File: src/rtl/mips_pkg.sv
// Shared MIPS encoding constants and loader state type, used by the loader
// and by the ControlUnit decoder.
package mips_pkg;

    localparam logic [5:0] OP_RTYPE = 6'b000000;
    localparam logic [5:0] OP_ADDI  = 6'b001000;
    localparam logic [5:0] OP_LW    = 6'b100011;
    localparam logic [5:0] OP_SW    = 6'b101011;
    localparam logic [5:0] OP_BEQ   = 6'b000100;
    localparam logic [5:0] OP_J     = 6'b000010;
    localparam logic [5:0] OP_HLT   = 6'b111111;

    localparam logic [2:0] KIND_R       = 3'd0;
    localparam logic [2:0] KIND_ADDI    = 3'd1;
    localparam logic [2:0] KIND_LW      = 3'd2;
    localparam logic [2:0] KIND_SW      = 3'd3;
    localparam logic [2:0] KIND_BEQ     = 3'd4;
    localparam logic [2:0] KIND_J       = 3'd5;
    localparam logic [2:0] KIND_HLT     = 3'd6;
    localparam logic [2:0] KIND_ILLEGAL = 3'd7;

    typedef enum logic [2:0] {
        LD_IDLE,
        LD_LOAD,
        LD_FLUSH,
        LD_DONE,
        LD_ERR
    } ld_state_e;

endpackage

File: src/rtl/instr_encoder_loader_packer.sv
// Combinational instruction packer: instruction kind plus fields -> 32-bit
// MIPS word, with a legal flag for kinds that have an encoding.
module instr_packer
    import mips_pkg::*;
(
    input  logic [2:0]  kind,
    input  logic [4:0]  rs,
    input  logic [4:0]  rt,
    input  logic [4:0]  rd,
    input  logic [5:0]  funct,
    input  logic [15:0] imm,
    input  logic [25:0] target,
    output logic        legal,
    output logic [31:0] word
);

    always_comb begin
        // NOTE: every output gets a default before the case so no path leaves
        // it unassigned, which would otherwise infer a latch.
        legal = 1'b1;
        word  = '0;
        case (kind)
            KIND_R:    word = {OP_RTYPE, rs, rt, rd, 5'b0, funct};
            KIND_ADDI: word = {OP_ADDI, rs, rt, imm};
            KIND_LW:   word = {OP_LW, rs, rt, imm};
            KIND_SW:   word = {OP_SW, rs, rt, imm};
            KIND_BEQ:  word = {OP_BEQ, rs, rt, imm};
            KIND_J:    word = {OP_J, target};
            KIND_HLT:  word = {OP_HLT, 26'b0};
            default:   legal = 1'b0;
        endcase
    end

endmodule

File: src/rtl/instr_encoder_loader.sv
// Instruction loader: accepts encoded-instruction beats over valid/ready and
// writes them to consecutive imem words from base_addr until HLT.
module instr_encoder_loader
    import mips_pkg::*;
#(
    parameter int ADDR_W = 8,
    parameter int DEPTH  = 256
) (
    input  logic              clk,
    input  logic              rst,
    input  logic              start,
    input  logic [ADDR_W-1:0] base_addr,
    input  logic              in_valid,
    output logic              in_ready,
    input  logic [2:0]        in_kind,
    input  logic [4:0]        in_rs,
    input  logic [4:0]        in_rt,
    input  logic [4:0]        in_rd,
    input  logic [5:0]        in_funct,
    input  logic [15:0]       in_imm,
    input  logic [25:0]       in_target,
    output logic              imem_we,
    output logic [ADDR_W-1:0] imem_addr,
    output logic [31:0]       imem_wdata,
    output logic              busy,
    output logic              done,
    output logic              err,
    output logic [ADDR_W:0]   count
);

    localparam logic [ADDR_W:0]   DEPTH_C = (ADDR_W + 1)'(DEPTH);
    localparam logic [ADDR_W:0]   CNT_ONE = (ADDR_W + 1)'(1);
    localparam logic [ADDR_W-1:0] PTR_ONE = ADDR_W'(1);

    ld_state_e         state_q, state_d;
    logic [ADDR_W-1:0] wptr_q, wptr_d;
    logic [ADDR_W:0]   count_q, count_d;
    logic              we_q, we_d;
    logic [ADDR_W-1:0] addr_q, addr_d;
    logic [31:0]       wdata_q, wdata_d;

    logic        legal;
    logic [31:0] word;

    instr_packer u_packer (
        .kind   (in_kind),
        .rs     (in_rs),
        .rt     (in_rt),
        .rd     (in_rd),
        .funct  (in_funct),
        .imm    (in_imm),
        .target (in_target),
        .legal  (legal),
        .word   (word)
    );

    always_comb begin
        state_d = state_q;
        wptr_d  = wptr_q;
        count_d = count_q;
        we_d    = 1'b0;
        addr_d  = addr_q;
        wdata_d = wdata_q;
        case (state_q)
            LD_IDLE, LD_DONE, LD_ERR: begin
                if (start) begin
                    state_d = LD_LOAD;
                    wptr_d  = base_addr;
                    count_d = '0;
                end
            end
            LD_LOAD: begin
                // A full window rejects every further beat, HLT included.
                if (in_valid) begin
                    if (!legal || count_q == DEPTH_C) begin
                        state_d = LD_ERR;
                    end else begin
                        we_d    = 1'b1;
                        addr_d  = wptr_q;
                        wdata_d = word;
                        wptr_d  = wptr_q + PTR_ONE;
                        count_d = count_q + CNT_ONE;
                        if (in_kind == KIND_HLT) state_d = LD_FLUSH;
                    end
                end
            end
            LD_FLUSH: state_d = LD_DONE;
            default:  state_d = LD_IDLE;
        endcase
    end

    // NOTE: state flops use non-blocking assignments so every register samples
    // pre-edge values regardless of statement order.
    always_ff @(posedge clk or negedge rst) begin
        if (!rst) begin
            state_q <= LD_IDLE;
            wptr_q  <= '0;
            count_q <= '0;
            we_q    <= 1'b0;
            addr_q  <= '0;
            wdata_q <= '0;
        end else begin
            state_q <= state_d;
            wptr_q  <= wptr_d;
            count_q <= count_d;
            we_q    <= we_d;
            addr_q  <= addr_d;
            wdata_q <= wdata_d;
        end
    end

    assign in_ready   = (state_q == LD_LOAD);
    assign busy       = (state_q == LD_LOAD) || (state_q == LD_FLUSH);
    assign done       = (state_q == LD_DONE);
    assign err        = (state_q == LD_ERR);
    assign count      = count_q;
    assign imem_we    = we_q;
    assign imem_addr  = addr_q;
    assign imem_wdata = wdata_q;

endmodule
File: config.mk
export PLATFORM = sky130hd
export DESIGN_NAME = instr_encoder_loader
export DESIGN_NICKNAME = d
export VERILOG_FILES = /design/src/rtl/mips_pkg.sv /design/src/rtl/instr_encoder_loader_packer.sv /design/src/rtl/instr_encoder_loader.sv
export SDC_FILE = /design/constraint.sdc
export NUM_CORES = 1
export LEC_CHECK = 0
export CORE_UTILIZATION = 40
export CTS_CLUSTER_DIAMETER = 40
export DETAILED_ROUTE_END_ITERATION = 10
export GPL_ROUTABILITY_DRIVEN = 1
export HOLD_SLACK_MARGIN = 0.02
export PLACE_DENSITY = 0.76
export SYNTH_ARGS = -nofsm -noshare
export SYNTH_HDL_FRONTEND = slang
export SYNTH_SLANG_ARGS = --single-unit
File: constraint.sdc
create_clock -name clk -period 2.8 [get_ports clk]
set_input_delay 0.28 -clock clk [delete_from_list [all_inputs] [get_ports clk]]
set_output_delay 0.28 -clock clk [all_outputs]
set_load 0.02 [all_outputs]
==> results.json <==
{
  "crit_chain": "or3b_1, inv_2, clkdlybuf4s50_1",
  "final_common_cell": "clkdlybuf4s50_1",
  "outcome": "finished, final reports clean",
  "yosysSeqAreaShare_pct": 45.6,
  "synthDistinctLibCells": 43,
  "wl_per_cell_um": 15.1,
  "synth.ff_latch_count": 60,
  "place_ws_ps": 409,
  "cp_top_family": "buffers and inverters",
  "hold_viol": 0,
  "finalMaxSlewViolations": 0,
  "io_buffer_count": 131,
  "p_leak_nw": 2.04,
  "power_density_mw_per_mm2": 993,
  "root_buffer": "clkbuf_8",
  "yosysTopAreaCellShare_pct": 45.6,
  "die_area_sq_mm": 0.00860,
  "rr_worst_depth": 7,
  "n_antenna_cell": 0,
  "r2r_start": "state_q[1]",
  "die_w_um": 92.8,
  "syn_nets": 424,
  "min_period_ps": 2560,
  "setup_ws_ps": 242,
  "antenna_found_initial": 0,
  "hp-class": "in2async",
  "rsz0062_at_grt": "no",
  "grt_max_degree": 33,
  "synth_area_leaders": "dfrtp_1 (46%), nand2_1 (5.7%), nor2_1 (4.9%), mux2_2 (4.1%), a221oi_1 (4.0%)",
  "crit_buf_inv": 2,
  "utilization_pct": 62.9,
  "routed_wl_mm": 8.71,
  "skew_ps": 6.65,
  "worstSetupPathType": "reg2out",
  "num_rows": 32,
  "setup_tns_ps": 0,
  "netlist_area_sq_mm": 0.00329,
  "io_pins": 132,
  "grt_pass1_vias": 3178,
  "die_h_um": 92.8,
  "period_share_pct": 91.3,
  "drv_cap": 0,
  "yosysTopAreaCell": "dfrtp_1",
  "numCtsBuffers": 9,
  "track_usage_pct": 21.6,
  "maxSlewHeadroom_pct": 47.4,
  "clkTransAtPathRegs_ps": 60,
  "cts_tree": "built",
  "post-cts-setup-buffers": 0,
  "clock_latency_ps": 330,
  "htreeDepth": 3,
  "ir_drop_mv": 0.473,
  "vias_per_cell": 5.46,
  "place_hpwl_mm": 6.54,
  "crit_required_ps": 2520,
  "gp_congestion": 0.803,
  "drc": 0,
  "ctsHoldBuffers": 1,
  "final_cell_mix": "clkdlybuf4s50_1 (130), dfrtp_1 (60), nand2_1 (50)",
  "netlist_instances": 343,
  "core_area_sq_mm": 0.00785,
  "timing.rr.end": "count[0]",
  "cpPeakStageDelay_ps": 660,
  "area_growth_pct": 49.8,
  "firstDrtPassIters": 4,
  "r2r_slack_ps": 430,
  "drt.antenna.violating_nets": 0,
  "cp_slowest_cell": "clkdlybuf4s50_1",
  "worstSetupStartpointType": "flop",
  "ctsResizeCount": 0,
  "num_vias": 3149,
  "clock-sinks": 60,
  "holdWs_ps": 416,
  "initial_utilization_pct": 42.0,
  "grt-ovfl-total": 0,
  "syn_area_per_cell_sq_um": 9.60,
  "yosysWarningCount": 0,
  "max_freq_mhz": 391,
  "drt_iter0_markers": 139,
  "arrival_ps": 2280,
  "clockBufferDepth": 2,
  "drive_gt1_share_pct": 10.1,
  "nNetsFinal": 551,
  "grt_pass1_wl_mm": 14.7,
  "tightest_slew_ps": 787,
  "end_kind": "primary output",
  "setup_viol": 0,
  "cp_max_fo": 12
}
[metal layers]
| metal | share of wire (%) | GRT usage, % | up-vias |
|---|---|---|---|
| met2 | 49 | 36.7 | 142 |
| met5 | 0 | 0 | - |
| met4 | 1.6 | 7.44 | 0 |
| li1 | - | - | 1499 |
| met1 | 40 | 26.0 | 1492 |
| met3 | 8.5 | 6.40 | 16 |
[cells in the mapped netlist, drive strengths merged]
cell	n
a211oi	12
nand2b	8
mux2	24
and2	2
inv	6
nor3b	2
nand3	10
and3b	1
mux2i	7
buf	16
nor2b	3
or3b	1
xnor2	2
a31oi	6
and3	2
dfrtp	60
nand3b	2
or4	1
a221oi	15
and4	1
nor2	43
o22ai	3
o21ai	13
a21oi	3
a22oi	11
nand2	50
a2bb2oi	6
a211o	1
nand4bb	1
nand4	1
ha	3
o2111ai	1
a2111oi	2
clkbuf	12
o2bb2ai	12
[kinds of logic after synthesis]
group                      Yosys count  synth area share, %
buffers and inverters               34                 5.01
adders and majority gates            3                 1.14
AOI/OAI and AO/OA                   85                 19.6
xor gates and xnor gates             2                0.532
muxes                               31                 10.6
DFF                                 60                 45.6
and+or+nand+nor                    128                 17.5
[area by class of cell]
class,count,area [sq um]
fillers,654,2910
repair buffers,144,1410
well taps,102,128
clock buffers,12,155
flip-flops and latches,60,1500
multi-input cells,249,1630
inverters,6,22.5
clock inverters,4,95.1
[sequential cells by signal, indices dropped and copies added (netlist names)]
| name | count |
|---|---|
| count | 9 |
| imem_addr | 8 |
| imem_wdata | 31 |
| imem_we | 1 |
| state_q | 3 |
| wptr_q | 8 |
[worst reg2reg max path: stages, from the launching register on]
cell and delay (ps):
dfrtp_1 470, or3b_1 560, inv_2 250, o2111ai_2 180
inv_2 360, buf_4 310, nor2_1 60, a21oi_1 110
[worst max path at each step]
stage,from,end,slack (ps),depth (start not counted)
global route,state_q[1],in_ready,150,3
detailed placement,state_q[1],count[0],410,7
floorplan,count[2],imem_wdata[3],810,5
finish,state_q[1],in_ready,240,3
global placement,in_kind[0],count[5],490,6
CTS,state_q[1],in_ready,240,3
[through the flow]
stage                     instance area, sq um  power (mW)  instances
final                                     4940        4.90        577
after CTS                                 4940        4.95        577
after detailed placement                  4680        3.96        560
after floorplan                           3290        2.91        343
after global placement                    4680        3.90        560
after global routing                      4940        5.23        577
[power breakdown]
part	switching, mW	internal, mW
sequential	0.305	1.25
clock	0.329	0.639
combinational	1.24	1.14
total	1.88	3.02
Power figures use the tool's default switching activity.
